**config.mk**
```make
export PLATFORM = sky130hd
export DESIGN_NAME = snd_cmd_latch_ctrl
export DESIGN_NICKNAME = d
export VERILOG_FILES = /design/src/rtl/snd_cmd_latch_ctrl.sv
export SDC_FILE = /design/constraint.sdc
export NUM_CORES = 1
export LEC_CHECK = 0
export BUFFER_PORTS_ARGS = -buffer_cell sky130_fd_sc_hd__buf_2
export CORE_MARGIN = 4
export CORE_UTILIZATION = 49
export DETAILED_ROUTE_END_ITERATION = 16
export PLACE_DENSITY_LB_ADDON = 0.15
export SETUP_SLACK_MARGIN = 0.02
export SLEW_MARGIN = 5
export SYNTH_ARGS = -nofsm -noshare
export SYNTH_HDL_FRONTEND = slang
export SYNTH_SLANG_ARGS = --single-unit
```
**constraint.sdc**
```tcl
create_clock -name clk -period 1.8 [get_ports clk]
set_clock_uncertainty 0.1 [all_clocks]
set_input_delay 0.09 -clock clk [delete_from_list [all_inputs] [get_ports clk]]
set_output_delay 0.09 -clock clk [all_outputs]
set_load 0.05 [all_outputs]
```
**src/rtl/snd_cmd_latch_ctrl.sv**
```systemverilog
// Controller in front of the 74373 sound-command latch: synchronises the CPU strobes,
// registers the command byte, sequences latch C / OCn and tracks pending + overruns.
module snd_cmd_latch_ctrl #(
    parameter int SYNC_STAGES = 2,
    parameter int STROBE_LEN  = 2,
    parameter int OVR_W       = 4
) (
    input  logic             clk,
    input  logic             reset,
    input  logic             cpu_wr_n,
    input  logic [7:0]       cpu_d,
    input  logic             snd_rd_n,
    output logic [7:0]       latch_d,
    output logic             latch_c,
    output logic             latch_ocn,
    output logic             pending,
    output logic             snd_nmi,
    output logic [OVR_W-1:0] ovr_cnt
);

    localparam int CNT_W = $clog2(STROBE_LEN + 1);
    localparam logic [CNT_W-1:0] LEN = CNT_W'(STROBE_LEN);

    typedef enum logic [1:0] {IDLE, STROBE, PEND, READ} state_t;

    state_t                 state;
    logic [SYNC_STAGES-1:0] wr_sync;
    logic [SYNC_STAGES-1:0] rd_sync;
    logic                   wr_hist;
    logic                   rd_hist;
    logic [CNT_W-1:0]       len_cnt;
    logic [7:0]             shadow;
    logic                   deferred;
    logic                   wr_rise;
    logic                   rd_fall;
    logic                   rd_rise;
    logic                   ovr_full;

    // Both strobes idle high, so the synchronisers reset to ones to avoid a false edge.
    always_ff @(posedge clk or posedge reset) begin
        if (reset) begin
            wr_sync <= '1;
            rd_sync <= '1;
            wr_hist <= 1'b1;
            rd_hist <= 1'b1;
        end else begin
            wr_sync <= {wr_sync[SYNC_STAGES-2:0], cpu_wr_n};
            rd_sync <= {rd_sync[SYNC_STAGES-2:0], snd_rd_n};
            wr_hist <= wr_sync[SYNC_STAGES-1];
            rd_hist <= rd_sync[SYNC_STAGES-1];
        end
    end

    assign wr_rise  = !wr_hist && wr_sync[SYNC_STAGES-1];
    assign rd_fall  = rd_hist && !rd_sync[SYNC_STAGES-1];
    assign rd_rise  = !rd_hist && rd_sync[SYNC_STAGES-1];
    assign ovr_full = (ovr_cnt == {OVR_W{1'b1}});
    assign snd_nmi  = pending;

    always_ff @(posedge clk or posedge reset) begin
        if (reset) begin
            state     <= IDLE;
            latch_d   <= 8'h00;
            latch_c   <= 1'b0;
            latch_ocn <= 1'b1;
            pending   <= 1'b0;
            ovr_cnt   <= '0;
            len_cnt   <= '0;
            shadow    <= 8'h00;
            deferred  <= 1'b0;
        end else begin
            case (state)
                IDLE: begin
                    if (wr_rise) begin
                        latch_d <= cpu_d;
                        len_cnt <= '0;
                        state   <= STROBE;
                    end
                end
                STROBE: begin
                    if (wr_rise) begin
                        latch_d <= cpu_d;
                        latch_c <= 1'b0;
                        len_cnt <= '0;
                        if (!ovr_full) ovr_cnt <= ovr_cnt + OVR_W'(1);
                    end else if (len_cnt != LEN) begin
                        latch_c <= 1'b1;
                        len_cnt <= len_cnt + CNT_W'(1);
                    end else begin
                        latch_c <= 1'b0;
                        pending <= 1'b1;
                        state   <= PEND;
                    end
                end
                // A write colliding with a read edge wins; the sound CPU re-reads on NMI.
                PEND: begin
                    if (wr_rise) begin
                        latch_d <= cpu_d;
                        len_cnt <= '0;
                        state   <= STROBE;
                        if (!ovr_full) ovr_cnt <= ovr_cnt + OVR_W'(1);
                    end else if (rd_fall) begin
                        state <= READ;
                    end
                end
                READ: begin
                    if (rd_rise) begin
                        latch_ocn <= 1'b1;
                        if (deferred || wr_rise) begin
                            latch_d  <= wr_rise ? cpu_d : shadow;
                            deferred <= 1'b0;
                            len_cnt  <= '0;
                            state    <= STROBE;
                        end else begin
                            pending <= 1'b0;
                            state   <= IDLE;
                        end
                    end else begin
                        latch_ocn <= 1'b0;
                        if (wr_rise) begin
                            shadow   <= cpu_d;
                            deferred <= 1'b1;
                        end
                    end
                end
                default: state <= IDLE;
            endcase
        end
    end

endmodule

```
==> results of run 1 <==
[worst paths after layout]
kind / slack, ps / endpoint / start / depth (start not counted)
min in group asynchronous: 290 / shadow[7]$_DFFE_PP0P_ / reset / 4
max in group asynchronous: 970 / rd_sync[0]$_DFF_PP1_ / reset / 4
hold reg to reg: 250 / wr_sync[1]$_DFF_PP1_ / wr_sync[0]$_DFF_PP1_ / 0
hold / removal: 250 / wr_sync[1]$_DFF_PP1_ / wr_sync[0]$_DFF_PP1_ / 0
setup reg to reg: 40 / state[0]$_DFFE_PP0P_ / state[1]$_DFFE_PP0P_ / 6
setup / recovery: 40 / state[0]$_DFFE_PP0P_ / state[1]$_DFFE_PP0P_ / 6
[flip-flops by register name, summed over array words and instances (netlist names), 2 cells and up]
register  cells
ovr_cnt       4
state         2
len_cnt       2
latch_d       8
wr_sync       2
shadow        8
rd_sync       2
[cells in the final DEF (no fill, tap or decap), types with 2 or more instances in the layout]
| cell type | count |
|---|---|
| sky130_fd_sc_hd__a21oi_1 | 12 |
| sky130_fd_sc_hd__buf_2 | 27 |
| sky130_fd_sc_hd__buf_4 | 6 |
| sky130_fd_sc_hd__clkbuf_1 | 2 |
| sky130_fd_sc_hd__clkbuf_4 | 5 |
| sky130_fd_sc_hd__dfrtp_1 | 27 |
| sky130_fd_sc_hd__dfstp_2 | 7 |
| sky130_fd_sc_hd__dlygate4sd3_1 | 11 |
| sky130_fd_sc_hd__ha_1 | 5 |
| sky130_fd_sc_hd__inv_1 | 5 |
| sky130_fd_sc_hd__mux2_2 | 10 |
| sky130_fd_sc_hd__mux2i_1 | 9 |
| sky130_fd_sc_hd__nand2_1 | 7 |
| sky130_fd_sc_hd__nand2_4 | 2 |
| sky130_fd_sc_hd__nor2_1 | 11 |
| sky130_fd_sc_hd__nor3_2 | 2 |
| sky130_fd_sc_hd__xnor2_1 | 2 |
[routing by layer]
| layer | up-vias | GRT usage (%) | wire length, um |
|---|---|---|---|
| met2 | 21 | 25.5 | 1400 |
| met5 | - | 0 | 0 |
| met3 | 4 | 4.16 | 89 |
| met1 | 546 | 18.7 | 1290 |
| met4 | 0 | 5.28 | 25 |
| li1 | 542 | - | - |
[critical path: stages (launching register included)]
cell	delay (ps)
sky130_fd_sc_hd__dfrtp_1	410
sky130_fd_sc_hd__inv_1	100
sky130_fd_sc_hd__ha_1	230
sky130_fd_sc_hd__nor3b_2	190
sky130_fd_sc_hd__nor3_2	70
sky130_fd_sc_hd__nor3_2	200
sky130_fd_sc_hd__mux2_1	350
[cells by family after synthesis]
family	share of synthesized area (%)
mux	13.6
fa+ha+maj	4.75
xor+xnor	1.66
buf+inv	4.44
simple gates	11.1
compound gates	10.1
flops	54.4
[final cells by class]
class / instances / area (um^2)
Inverter: 5 / 18.8
Sequential cell: 34 / 860
Tap cell: 44 / 55.1
Multi-Input combinational cell: 84 / 667
Fill cell: 262 / 1110
Clock buffer: 8 / 58.8
Timing Repair Buffer: 45 / 310
[what timing repair did]
item / in CTS / in global routing
gates cloned: 0 / 0
hold buffers: 11 / 0
gates resized for setup: 2 / 3
endpoints found under the hold margin: 45 / 0
pin swaps: 0 / 0
setup endpoints to repair: 3 / 10
buffers inserted: 2 / 0
[power by group]
part	leakage, uW	switching (uW)	internal (uW)
clock network	0.0000326	231	193
registers	0.000387	193	1090
logic	0.000513	1190	658
total	0.000933	1610	1940
[stage by stage]
stage / hold WS, ps / util (%) / setup TNS [ps]
after global routing: 260 / 64.0 / -6.78
after detailed placement: 96.2 / 57.4 / -65.5
final: 250 / 64.0 / 0
after CTS: 253 / 63.7 / 0
after floorplan: -5.52 / - / 0
after global placement: 95.0 / 57.4 / 0
==> impl_results.rst, run 1 <==
.. list-table::
   :header-rows: 1

   * - Metric
     - Value
   * - Routed WL
     - 2.81 mm
   * - Total standard cell area after synthesis
     - 1580 um^2
   * - Crit path DAT
     - 1860 ps
   * - Post-synthesis instance total
     - around 130
   * - Category of the most critical setup path
     - flip-flop to flip-flop
   * - Die area
     - 4190 um^2
   * - Clock-pin slew on the worst setup and hold paths
     - 100 ps
   * - Netlist cell types
     - 38
   * - Global-route wire length before repair
     - 4.95 mm
   * - GRT Util Overall
     - 15.2%
   * - Synth-to-layout area growth
     - 24.7%
   * - Power per standard cell area
     - approximately 1800 nW/um^2
   * - Leakage
     - 0.000933 uW
   * - Vias per cell
     - 5.06
   * - Crit share post-route
     - 97.6%
   * - Std cell rows
     - 20
   * - Cell types occupying the most area after synthesis
     - sky130_fd_sc_hd__dfrtp_1 (43%), sky130_fd_sc_hd__dfstp_2 (12%), sky130_fd_sc_hd__mux2_2 (7.1%), sky130_fd_sc_hd__mux2i_1 (5.7%), sky130_fd_sc_hd__ha_1 (4.8%)
   * - Core box area
     - 3080 um^2
   * - Largest net degree at the start of global routing
     - 35
   * - TritonCTS clock tree
     - done
   * - Final Max Slew Viols
     - 0
   * - Number of synthesis warnings
     - 0
   * - Number of levels in the clock H-tree
     - 2
   * - Post-route antenna net violation count
     - 0
   * - Width of the die
     - around 65 um
   * - Class of the worst hold path
     - flip-flop to flip-flop
   * - Number of setup violations in the final report
     - 0
   * - Top flip-flop cell by instance count after synthesis
     - sky130_fd_sc_hd__dfrtp_1
   * - Count of TritonRoute iterations in the first routing pass
     - 2
   * - Power, Total
     - 3550 uW
   * - Worst-Skew Late Latency
     - roughly 320 ps
   * - Worst vdd ir
     - 1.01 mV
   * - GPL Wtd Cong
     - 0.754
   * - Antenna diode count
     - 0
   * - Final net count
     - a little under 200
   * - Die boundary height
     - roughly 65 um
   * - Most common cell in the netlist
     - sky130_fd_sc_hd__dfrtp_1
   * - CTS buffer count
     - 5
   * - CP endpoint kind
     - flip-flop
   * - Number of sinks handled by clock tree synthesis
     - 34
   * - Antenna violations before repair
     - 0
   * - Max Cap Violations
     - 0
   * - Final routed wire length divided by cell count
     - 12.8 um
   * - Yosys top cell area share
     - 42.8%
   * - 1st-iter DRT viols
     - 26
   * - Synthesized flop and latch total
     - 34
   * - Sequential area share after synthesis
     - 54.4%
   * - Measured slew at the worst slew-check pin
     - 413 ps
   * - Maximum clock insertion buffer count
     - 2
   * - RSZ-0062 raised after global routing
     - true
   * - Sum of overflow across all layers after global routing
     - 0
   * - Nets in the synthesized netlist
     - 147
   * - Leading area contributor after synthesis
     - sky130_fd_sc_hd__dfrtp_1
   * - Post-route cell area
     - 1970 um^2
   * - Worst slack after detailed placement
     - -65.5 ps
   * - Number of input and output port buffers inserted
     - 27
   * - IO Count
     - 28
   * - # placed instances
     - about 200
   * - Non-filler instance count after layout
     - 220
   * - Layout cells sized above 1
     - 39.2%
   * - Via count of the first global-routing pass
     - 1154
   * - Cell Area, Placed
     - 1770 um^2
   * - Dpl hpwl
     - 1.98 mm
   * - DRC errors left
     - 0
   * - Clock period minus worst slack
     - 1760 ps
   * - Initial cell density of the core
     - between 50 and 60%
   * - Via count
     - between 1000 and 1500
   * - Fin worst setup slack
     - 43.6 ps
   * - Headroom to the max-slew limit
     - 72.5%
   * - Max Freq
     - 0.569 GHz
   * - Mean cell area of the mapped netlist
     - 12.2 um^2
   * - Largest fanout of any net on the critical path
     - 4
   * - Crit path launch type
     - flip-flop
   * - Number of flops mapped to enable cells by yosys
     - 0
   * - Result of the run
     - finished, final reports clean
   * - Share of flip-flops with an asynchronous set or reset after synthesis
     - between 90% and 100%
   * - Most frequent cells after synthesis
     - sky130_fd_sc_hd__dfrtp_1 (27), sky130_fd_sc_hd__a21oi_1 (12), sky130_fd_sc_hd__nor2_1 (12)
   * - Hold violation count in the final report
     - 0
   * - Required arrival time at the worst endpoint
     - roughly 1900 ps
   * - Clock Root Buffer
     - sky130_fd_sc_hd__clkbuf_4
(Power assumes the default switching activity.)
==> run 2: changes to the inputs <==
CORE_ASPECT_RATIO = 1.75   (was not set)
==> run 2 against run 1 <==
Effect of this change: cell count is 1.4% higher; first-iteration DRC count is 23% lower; global-route usage up 2.8 points; sequential power about the same; hold slack improved by 10 ps; critical endpoint unchanged; fmax barely moved; power increased by 12%; register-to-register slack barely moved; clock-buffer cell count did not move; die area up 0.85%; clock power up 52%; non-clock buffer count is 4 higher.
==> impl_results.rst, run 2 (synthesis gave the netlist of run 1 again) <==
.. list-table::
   :header-rows: 1

   * - Metric
     - Value
   * - Worst path buffer plus inverter count
     - 1 (unchanged)
   * - Power, Total
     - 3980 uW (was 3550 uW)
   * - CP max stage cell
     - sky130_fd_sc_hd__dfrtp_1 (unchanged)
   * - Clock Root Buffer
     - sky130_fd_sc_hd__clkbuf_8 (was sky130_fd_sc_hd__clkbuf_4)
   * - Required arrival time at the worst endpoint
     - 1870 ps (was 1900 ps)
   * - GRT Util Overall
     - 18.0% (was 15.2%)
   * - Power per standard cell area
     - 1910 nW/um^2 (was 1800 nW/um^2)
   * - Max Freq
     - 0.569 GHz (about the same)
   * - Number of sinks handled by clock tree synthesis
     - 34 (unchanged)
   * - Worst-Skew Late Latency
     - 280 ps (was 320 ps)
   * - Clock period minus worst slack
     - 1760 ps (about the same)
   * - Number of input and output port buffers inserted
     - 27 (unchanged)
   * - CP endpoint kind
     - flip-flop (unchanged)
   * - Std cell rows
     - 27 (was 20)
   * - Count of TritonRoute iterations in the first routing pass
     - 4 (was 2)
   * - Dpl hpwl
     - 2.30 mm (was 1.98 mm)
   * - TritonCTS clock tree
     - done (unchanged)
   * - Via count
     - 1104 (was 1113)
   * - RSZ-0062 raised after global routing
     - true (unchanged)
   * - Class of the worst hold path
     - flip-flop to flip-flop (unchanged)
   * - Post-route cell area
     - 2090 um^2 (was 1970 um^2)
   * - Maximum clock insertion buffer count
     - 2 (unchanged)
   * - Area occupied by registers
     - 860 um^2 (unchanged)
   * - Sum of overflow across all layers after global routing
     - 0 (unchanged)
   * - Crit path DAT
     - 1820 ps (was 1860 ps)
   * - DRC errors left
     - 0 (unchanged)
   * - Number of setup violations in the final report
     - 0 (unchanged)
   * - Largest fanout of any net on the critical path
     - 5 (was 4)
   * - Worst stage delay on the critical path
     - 390 ps (was 410 ps)
   * - Crit path launch type
     - flip-flop (unchanged)
   * - Post-route antenna net violation count
     - 0 (unchanged)
   * - Synth-to-layout area growth
     - 32.1% (was 24.7%)
   * - Registers with the most flip-flops
     - latch_d (8), shadow (8), ovr_cnt (4) (unchanged)
   * - Hold violation count in the final report
     - 0 (unchanged)
   * - Via count of the first global-routing pass
     - 1259 (was 1154)
   * - Measured slew at the worst slew-check pin
     - 411 ps (was 413 ps)
   * - Result of the run
     - finished, final reports clean (unchanged)
   * - Clock-pin slew on the worst setup and hold paths
     - 70 ps (was 100 ps)
   * - CP cell instances
     - buf_4, ha_1, a21boi_2, nor3_4, mux2_4 (was inv_1, ha_1, nor3b_2, nor3_2, nor3_2, mux2_1)
   * - Fill cell count
     - 252 (was 262)
   * - GPL Wtd Cong
     - 0.801 (was 0.754)
   * - Vias per cell
     - 4.95 (was 5.06)
   * - Max Cap Violations
     - 0 (unchanged)
   * - Non-filler instance count after layout
     - 223 (was 220)
   * - Category of the most critical setup path
     - flip-flop to flip-flop (unchanged)
   * - 1st-iter DRT viols
     - 20 (was 26)
   * - Antenna diode count
     - 0 (unchanged)
   * - Final Max Slew Viols
     - 0 (unchanged)
   * - Die area
     - 4230 um^2 (was 4190 um^2)
   * - Layout cells sized above 1
     - 44.4% (was 39.2%)
   * - Number of levels in the clock H-tree
     - 2 (unchanged)
   * - Final net count
     - 197 (was 193)
   * - Width of the die
     - 50.9 um (was 64.8 um)
   * - Worst vdd ir
     - 1.25 mV (was 1.01 mV)
   * - Die boundary height
     - 83.1 um (was 64.8 um)
   * - Core box area
     - 3110 um^2 (was 3080 um^2)
   * - Crit share post-route
     - 97.6% (about the same)
   * - Leakage
     - 0.000988 uW (was 0.000933 uW)
   * - CTS buffer count
     - 5 (unchanged)
   * - Most used cells in the layout excluding fill and tap cells
     - sky130_fd_sc_hd__dfrtp_1 (27), sky130_fd_sc_hd__buf_2 (27), sky130_fd_sc_hd__a21oi_1 (12) (unchanged)
   * - IO Count
     - 28 (unchanged)
   * - Cell Area, Placed
     - 1780 um^2 (was 1770 um^2)
   * - Antenna violations before repair
     - 0 (unchanged)
   * - Final core utilization
     - 67.1% (was 64.0%)
   * - Largest net degree at the start of global routing
     - 35 (unchanged)
   * - Initial cell density of the core
     - 50.8% (was 51.3%)
   * - Multi-input logic area
     - 703 um^2 (was 667 um^2)
   * - Final routed wire length divided by cell count
     - 14.2 um (was 12.8 um)
   * - Cell family with the largest share of critical-path delay
     - flip-flops (was simple AND/OR/NAND/NOR gates)
   * - Headroom to the max-slew limit
     - 72.6% (was 72.5%)
   * - Global-route wire length before repair
     - 5.76 mm (was 4.95 mm)
   * - # placed instances
     - 200 (was 199)
   * - Routed WL
     - 3.16 mm (was 2.81 mm)
## run 2: changes by cell type in the layout (fill, tap and decap cells not counted), sizes merged
cell,change
buf,+4
## run 2: timing repair
action / 4_1_cts / 5_1_grt
resized for setup: 5 / 7
setup buffers: 4 / 0
pin swaps: 2 / 2
cloned: 0 / 0
hold buffers: 11 / 0
hold endpoints to repair: 37 / 0
endpoints found under the setup margin: 3 / 13
## run 2: final cells by class
| type | count | area share [%] |
|---|---|---|
| Clock buffer | 8 | 5.28 |
| Inverter | 5 | 0.900 |
| Multi-Input combinational cell | 84 | 33.7 |
| Tap cell | 43 | 2.58 |
| Timing Repair Buffer | 49 | 16.3 |
| Sequential cell | 34 | 41.2 |
## run 2: metal layers
layer,vias to the layer above,track usage (%),wire [um]
met5,-,0,0
met2,20,30.4,1780
met3,6,4.49,90
li1,547,-,-
met1,531,20.0,1220
met4,0,9.56,65
## run 2: power by group
| part | total (uW) | leakage (uW) | switching [uW] | internal, uW |
|---|---|---|---|---|
| clock network | 646 | 0.0000575 | 260 | 386 |
| registers | 1290 | 0.000387 | 202 | 1090 |
| logic | 2040 | 0.000543 | 1270 | 770 |
| total | 3980 | 0.000988 | 1730 | 2250 |
## run 2: per-stage QoR
stage	hold WS, ps	setup WS, ps	setup TNS (ps)
CTS	263	27.9	0
global placement	94.6	30.6	0
detailed placement	96.2	-144	-227
finish	261	43.3	0
global route	264	-16.7	-16.7
floorplan	-5.52	70.5	0
## run 2: worst paths after layout
| kind | startpoint | end | slack (ps) | cells past startpoint |
|---|---|---|---|---|
| max in group asynchronous | reset | wr_sync[0]$_DFF_PP1_ | 920 | 4 |
| worst min register to register | rd_sync[0]$_DFF_PP1_ | rd_sync[1]$_DFF_PP1_ | 260 | 0 |
| min in group asynchronous | reset | ovr_cnt[1]$_DFFE_PP0P_ | 340 | 4 |
| worst max-delay path | state[0]$_DFFE_PP0P_ | state[0]$_DFFE_PP0P_ | 40 | 5 |
| worst min-delay path | rd_sync[0]$_DFF_PP1_ | rd_sync[1]$_DFF_PP1_ | 260 | 0 |
| worst max register to register | state[0]$_DFFE_PP0P_ | state[0]$_DFFE_PP0P_ | 40 | 5 |
